<file path="src/rtl/r6_vsum.sv">
// Vertical running-sum front end of the R6 sliding-window path: one column sum
// over the last 2R+1 rows per accepted pixel, plus frame status for the row controller.
module r6_vsum #(
  parameter int COLS   = 15,
  parameter int ROWS   = 15,
  parameter int DATA_W = 8,
  parameter int R      = 6
) (
  input  logic              clk,
  input  logic              rst_n,
  input  logic              start_i,
  input  logic              valid_i,
  input  logic [DATA_W-1:0] data_i,
  output logic              valid_o,
  output logic [DATA_W+3:0] sum_o,
  output logic [9:0]        col_o,
  output logic [9:0]        row_o,
  output logic              done_o,
  output logic [9:0]        counter_o,
  output logic              row_eq_max_o,
  output logic              busy_o
);
  localparam int WIN = 2*R + 1;
  localparam int SW  = DATA_W + 4;
  localparam int CW  = (COLS > 1) ? $clog2(COLS) : 1;
  localparam int RW  = $clog2(WIN);
  localparam logic [9:0]    WIN10  = 10'(WIN);
  localparam logic [9:0]    WIN_M1 = 10'(WIN - 1);
  localparam logic [9:0]    R10    = 10'(R);
  localparam logic [9:0]    C_LAST = 10'(COLS - 1);
  localparam logic [9:0]    R_LAST = 10'(ROWS - 1);
  localparam logic [RW-1:0] RING_LAST = RW'(WIN - 1);

  typedef enum logic [1:0] {IDLE, FILL, DONE} state_t;

  state_t            r_state;
  logic [9:0]        r_col, r_row;
  logic [RW-1:0]     r_ring;
  logic [SW-1:0]     r_sum  [COLS];
  logic [DATA_W-1:0] r_hist [WIN][COLS];

  logic              w_acc;
  logic [CW-1:0]     w_cidx;
  logic [DATA_W-1:0] w_old;
  logic [SW-1:0]     w_sum_new;

  // A start_i in any state wins over a coinciding pixel.
  assign w_acc     = (r_state == FILL) && valid_i && !start_i;
  assign w_cidx    = r_col[CW-1:0];
  // History slot is only meaningful once a full window of rows has been written.
  assign w_old     = (r_row >= WIN10) ? r_hist[r_ring][w_cidx] : '0;
  assign w_sum_new = r_sum[w_cidx] + SW'(data_i) - SW'(w_old);
  assign counter_o = r_col;

  always_ff @(posedge clk) begin
    if (w_acc) r_hist[r_ring][w_cidx] <= data_i;
  end

  always_ff @(posedge clk or negedge rst_n) begin
    if (!rst_n) begin
      r_state      <= IDLE;
      r_col        <= '0;
      r_row        <= '0;
      r_ring       <= '0;
      for (int i = 0; i < COLS; i++) r_sum[i] <= '0;
      valid_o      <= 1'b0;
      sum_o        <= '0;
      col_o        <= '0;
      row_o        <= '0;
      done_o       <= 1'b0;
      row_eq_max_o <= 1'b0;
      busy_o       <= 1'b0;
    end else begin
      valid_o <= 1'b0;
      done_o  <= 1'b0;
      if (start_i) begin
        r_state      <= FILL;
        r_col        <= '0;
        r_row        <= '0;
        r_ring       <= '0;
        for (int i = 0; i < COLS; i++) r_sum[i] <= '0;
        row_eq_max_o <= 1'b0;
        busy_o       <= 1'b1;
      end else if (w_acc) begin
        r_sum[w_cidx] <= w_sum_new;
        if (r_col == C_LAST) begin
          r_col  <= '0;
          r_row  <= r_row + 10'd1;
          r_ring <= (r_ring == RING_LAST) ? '0 : r_ring + RW'(1);
        end else begin
          r_col <= r_col + 10'd1;
        end
        if (r_row >= WIN_M1) begin
          valid_o <= 1'b1;
          sum_o   <= w_sum_new;
          col_o   <= r_col;
          row_o   <= r_row - R10;
          done_o  <= (r_row == WIN_M1) && (r_col == '0);
        end
        if (r_row == R_LAST && r_col == C_LAST) begin
          r_state      <= DONE;
          row_eq_max_o <= 1'b1;
          busy_o       <= 1'b0;
        end
      end
    end
  end
endmodule

</file>
<file path="config.mk">
export PLATFORM = sky130hd
export DESIGN_NAME = r6_vsum
export DESIGN_NICKNAME = d
export VERILOG_FILES = /design/src/rtl/r6_vsum.sv
export SDC_FILE = /design/constraint.sdc
export NUM_CORES = 2
export LEC_CHECK = 0
export ABC_AREA = 0
export BUFFER_PORTS_ARGS = -buffer_cell sky130_fd_sc_hd__buf_2
export CAP_MARGIN = 20
export CORE_MARGIN = 2
export CORE_UTILIZATION = 64
export CTS_BUF_LIST = sky130_fd_sc_hd__clkbuf_4 sky130_fd_sc_hd__clkbuf_8
export CTS_CLUSTER_DIAMETER = 100
export DETAILED_ROUTE_END_ITERATION = 10
export GPL_ROUTABILITY_DRIVEN = 1
export HOLD_SLACK_MARGIN = 0.15
export PLACE_DENSITY = 0.8
export SETUP_SLACK_MARGIN = 0.2
export SYNTH_ARGS = -nofsm -noshare
export SYNTH_HDL_FRONTEND = slang
export SYNTH_SLANG_ARGS = --single-unit
</file>
<file path="constraint.sdc">
create_clock -name clk -period 11.4 [get_ports clk]
set_input_delay 0.57 -clock clk [delete_from_list [all_inputs] [get_ports clk]]
set_output_delay 0.57 -clock clk [all_outputs]
set_load 0.03 [all_outputs]
</file>
Yosys cells after proc, flatten, opt, wreduce, memory -nomap -nowiden
Memory sizes are Yosys's and may differ from the RTL's.
Cells that the tools add are included.
{"block": "op_classes", "add_sub_neg": 6, "order_cmp": 4, "eq_ne": 5, "n_mux": 41, "bitwise_logic": 2, "reduce_logical": 13}
{"operator": "180-bit 2-to-1 mux", "n": 2}
{"operator": "180-bit bitwise mux", "n": 1}
{"operator": "120-bit 2-to-1 mux", "n": 1}
{"operator": "10-bit 2-to-1 mux", "n": 6}
{"operator": "12-bit binary-select mux with 4-bit select", "n": 1}
{"operator": "12-bit demux with 4-bit select", "n": 1}
{"operator": "12-bit 2-to-1 mux", "n": 3}
{"operator": "8-bit binary-select mux with 4-bit select", "n": 1}
{"operator": "8-bit demux with 4-bit select", "n": 1}
{"operator": "8-bit 2-to-1 mux", "n": 4}
{"operator": "10-bit by 4-bit equality test with 1-bit output, second input constant", "n": 3}
{"operator": "10-bit by 1-bit adder with 10-bit output, second input constant", "n": 2}
{"operator": "10-bit by 4-bit >= comparator with 1-bit output, second input constant", "n": 2}
{"operator": "4-bit 2-to-1 mux", "n": 4}
{"operator": "1-bit 2-to-1 mux", "n": 13}
{"operator": "12-bit by 8-bit adder with 12-bit output", "n": 1}
{"operator": "12-bit by 8-bit subtractor with 12-bit output", "n": 1}
{"operator": "10-bit zero test", "n": 1}
{"operator": "10-bit by 3-bit subtractor with 10-bit output, second input constant", "n": 1}
{"operator": "2-bit 2-to-1 mux", "n": 3}
{"operator": "2-bit nonzero test", "n": 3}
{"operator": "5-bit >= comparator, second input constant", "n": 1}
{"operator": "1-bit logical AND", "n": 5}
{"operator": "5-bit by 1-bit < comparator with 1-bit output, second input constant", "n": 1}
{"operator": "other kinds (8)", "n": 9}
{"block": "word_totals", "register_bits": 242, "mem_bits_rw": 1560, "in_bits": 12, "memories": 1}
{"name": "r_hist", "depth": 13, "word_bits": 120, "read_ports": 1, "rd_ports_with_merged_regs": 0, "wr": 1, "line": "40", "text": "logic [DATA_W-1:0] r_hist [WIN][COLS];"}

Logic depth before layout (Yosys ltp)
{"block": "logic_depth", "word_depth": 9, "depth_mapped": 24, "depth_no_buf": 19}

Worst setup path before layout
Ideal clock, no wire load.
{"block": "synth_timing", "kind": "flip-flop to flip-flop", "from": "reg r_col[0], in the netlist counter_o[0]", "to": "reg r_sum[106] (netlist name)", "setup_ns": 0.078, "arrival_ns": 5.093, "slack_ns": 6.229, "stages_incl_launch_ff": 18, "path_buffers": 4, "period_less_slack_ns": 5.171, "cell_sequence": "dfrtp_1 -> buf_2 -> buf_2 -> buf_1 -> mux4_2 -> mux4_2 -> inv_1 -> fa_1 -> inv_1 -> ha_1 -> nor2b_1 -> o21ai_0 -> a21oi_1 -> o21a_1 -> o311ai_1 -> clkbuf_1 -> nand2_1 -> a21oi_1"}
{"block": "synth_between", "elab_chain_cells": 9, "elab_cells_between_ends": 18}
{"item": "from (decl)", "line": "37", "text": "logic [9:0] r_col, r_row;"}
{"item": "from (signal assigned)", "line": "91", "text": "r_col <= r_col + 10'd1;"}
{"item": "4-bit inverter with 5-bit output (not written as such) (*)", "line": "51, 52, 85"}
{"item": "12-bit binary-select mux with 4-bit select / 8-bit binary-select mux with 4-bit select (equally long branches)", "line": "52, 51"}
{"item": "12-bit 2-to-1 mux (not written as such) / 8-bit 2-to-1 mux (equally long branches) (2 in a row)", "line": "52, 51"}
{"item": "12-bit by 8-bit adder with 12-bit output / 8-bit 2-to-1 mux (equally long branches)", "line": "52, 51"}
{"item": "12-bit by 8-bit subtractor with 12-bit output", "line": "52", "text": "assign w_sum_new = r_sum[w_cidx] + SW'(data_i) - SW'(w_old);"}
{"item": "180-bit bitwise mux (*)", "line": "85", "text": "r_sum[w_cidx] <= w_sum_new;"}
{"item": "180-bit 2-to-1 mux (*)", "line": "84", "text": "end else if (w_acc) begin"}
{"item": "180-bit 2-to-1 mux (*)", "line": "76", "text": "if (start_i) begin"}
{"item": "to (signal, indexed assignment)", "line": "85"}
{"item": "to (decl)", "line": "39", "text": "logic [SW-1:0] r_sum [COLS];"}
Mark *: on every way between the ends. The rest lies on a longest branch, timed or not. The select of a mux whose other input is x is not followed.
A chain may end at the register's enable or synchronous reset.

Worst setup path in the final report
{"block": "layout_timing", "from": "reg r_ring[0]", "to": "reg r_sum[166] (netlist name)"}
{"block": "layout_between", "elab_chain_cells": 9}
{"item": "from (decl)", "line": "38", "text": "logic [RW-1:0] r_ring;"}
{"item": "from (signal assigned)", "line": "89", "text": "r_ring <= (r_ring == RING_LAST) ? '0 : r_ring + RW'(1);"}
{"item": "memory read 13 x 120 bit"}
{"item": "8-bit binary-select mux with 4-bit select", "line": "51", "text": "assign w_old = (r_row >= WIN10) ? r_hist[r_ring][w_cidx] : '0;"}
{"item": "8-bit 2-to-1 mux (not written as such) (2 in a row)", "line": "51"}
{"item": "8-bit 2-to-1 mux", "line": "51"}
{"item": "12-bit by 8-bit subtractor with 12-bit output", "line": "52"}
{"item": "180-bit bitwise mux", "line": "85"}
{"item": "180-bit 2-to-1 mux", "line": "84"}
{"item": "180-bit 2-to-1 mux", "line": "76"}
No other way between the ends. The select of a mux whose other input is x is not followed.

==> results.tsv <==
metric	value	unit
die-area	116000	sq um
clk_pin_slew_worst_paths	0.06	ns
arrival	8.36	ns
dieWidth	341	microns
ys_seq_elements	1800	
rsz0062_at_grt	false	
synthFlopType	edfxtp_1	
drtIter0Drc	6174	
grt_pass1_vias	40900	
cts_buffer_depth	4	
hold_viol	0	
fillers	6625	
htree_levels	5	
initial_core_util	64.5	%
cts-resized-gates	0	
ys_top_cells_by_count	1560 x edfxtp_1, 411 x nand2_1, 403 x mux4_2	
synthTopCellsByArea	edfxtp_1 65%, mux4_2 13%, dfrtp_1 8.3%, nand2_1 2.1%, nor2_1 1.7%	
synth.net_count	4198	
relSlewSlack	23.9	%
finalSetupTns	0	ns
skew	0.0644	ns
critPathKind	reg2reg	
dpl.hpwl	111	mm
tightest_slew	1.13	ns
numCtsBuffers	294	
routedWlPerCell	30.6	microns
status	finished clean	
crit_path_end_kind	flip-flop	
vias	41000	
crit_path_start_kind	flip-flop	
hold_buffers	10	
worstPathMaxFanout	81	
worstHoldPathType	in2async	
via_per_inst	6.81	
synth_async_sr_flop_share	13.3	%
rows	123	
fin_util	70.8	%
ant_nets	0	
fin_nets	4376	
synth_area_leader_cell	edfxtp_1	
fp.coreArea	112000	sq um
synth_edf_count	1560	
period_share	65.9	%
finalCriticalPeriod	7.51	ns
syn_area	72500	sq um
finalSetupViolCount	0	
wl	184	mm
io_pins	58	
clock_sinks	1800	
synthCells	4152	
root_buffer	clkbuf_8	
r2r_setup_slack	3.89	ns
clkLatencyLatePin	0.99	ns
drive_above_1_share	22.5	%
post_cts_buffers	0	
crit_required	12.25	ns
area_growth	9.86	%
synth_top_area_share	64.6	%
drv_slew	0	
cts_tree	done	
drc	0	
antenna_found_initial	5	
fmax	0.133	GHz
grt_pass1_wl	270	mm
synth_area_per_cell	17.5	sq um
synth_seq_area_share	72.9	%
die_y	341	microns
ir_drop	119	uV
p_leak	25.9	nW
grt_start_max_net_pins	127	
grtUsageTotal	32.1	%
overflow	0	
ys_types	68	
ys_warn_count	0	
first_pass_iters	6	
io_buffers	57	
gp_congestion	0.928	
cap_violations	0	
power_density	188	nW/um^2
synth_most_common_cell	edfxtp_1	
==> sequential cells by signal (all words and copies together) (netlist names) <==
name / cells
r_hist: 1560
r_sum: 180
sum_o: 12
col_o: 10
counter_o: 10
r_row: 10
row_o: 10
r_ring: 4
done_o: 1
r_state: 1
row_eq_max_o: 1
valid_o: 1
==> routing by layer <==
metal,up-vias,part of all wire [%],wire (microns),track usage (%)
met4,6,5.3,9730,16.1
met2,3131,46,85700,48.3
met5,-,0.023,42,0
met1,20700,36,65600,44.2
li1,16600,-,-,-
met3,610,13,23300,8.85
==> kinds of logic after synthesis <==
family / count (synthesis) / synth area share (%)
flops: 1800 / 72.9
compound gates: 492 / 4.12
mux: 554 / 14.7
simple gates: 929 / 5.42
xor+xnor: 27 / 0.326
buf+inv: 316 / 1.93
fa+ha+maj: 34 / 0.669
==> where the power goes <==
| part | switching (W) | internal, W |
|---|---|---|
| sequential | 0.0000865 | 0.00721 |
| clock | 0.00245 | 0.00278 |
| combinational | 0.00160 | 0.000828 |
==> metrics by stage <==
stage | total power, W | instance area [sq um] | setup slack, ns | std cells | hold slack, ns
4_1_cts | 0.0149 | 79600 | 3.80 | 6018 | 0.253
3_5_place_dp | 0.00978 | 74200 | 3.88 | 5522 | 0.458
5_1_grt | 0.0153 | 79700 | 3.68 | 6021 | 0.292
6_report | 0.0150 | 79700 | 3.89 | 6021 | 0.272
2_1_floorplan | 0.00884 | 72500 | 6.23 | 4152 | 0.274
3_3_place_gp | 0.00974 | 74200 | 3.99 | 5520 | 0.456
==> critical path, stage by stage, from the launching register on <==
cell	delay (ns)
dfrtp_4	0.99
buf_12	0.53
mux4_2	0.62
mux4_2	0.58
a22oi_1	0.37
nand3_1	0.23
a2111oi_1	0.91
a21oi_1	0.23
fa_1	0.54
inv_1	0.04
ha_1	0.33
nor2b_1	0.15
o21ai_0	0.20
a21oi_1	0.15
o21a_1	0.24
o311ai_2	0.58
buf_4	0.29
nand2_1	0.06
a21oi_1	0.17
==> path summary, 6_finish.rpt <==
path | cells after the start | from | end
min in group clk | 3 | valid_i | counter_o[1]
max in group asynchronous | 4 | rst_n | r_sum[60]
hold reg to reg | 2 | col_o[8] | col_o[8]
hold / removal | 2 | rst_n | r_row[4]
setup reg to reg | 18 | r_ring[0] | r_sum[166]
setup / recovery | 18 | r_ring[0] | r_sum[166]
==> cell type report <==
cell class | instances | area [sq um] | share of cell area, %
Timing Repair Buffer | 151 | 1120 | 1.41
Sequential cell | 1800 | 52900 | 66.4
Clock buffer | 396 | 4890 | 6.13
Antenna cell | 1 | 2.50 | 0.00314
Multi-Input combinational cell | 2036 | 18300 | 22.9
Inverter | 47 | 179 | 0.225
Clock inverter | 90 | 449 | 0.564
Tap cell | 1500 | 1880 | 2.36
==> layout by cell type (no fill, tap or decap), types with 18 or more instances in the layout <==
cell and n:
mux2_2 31, nand3_1 41, and2_1 22, a21oi_1 203, nand3b_1 18, a211oi_1 36, nand2b_1 24, buf_4 81
mux2i_1 120, o21ai_0 70, ha_1 26, inv_1 44, nor2_1 321, clkbuf_4 90, buf_2 47, clkinv_1 65
clkbuf_8 306, nor3_1 37, nand2_1 411, mux4_2 403, dfrtp_1 234, edfxtp_1 1560, o22ai_1 61
Power figures use the tool's default switching activity.
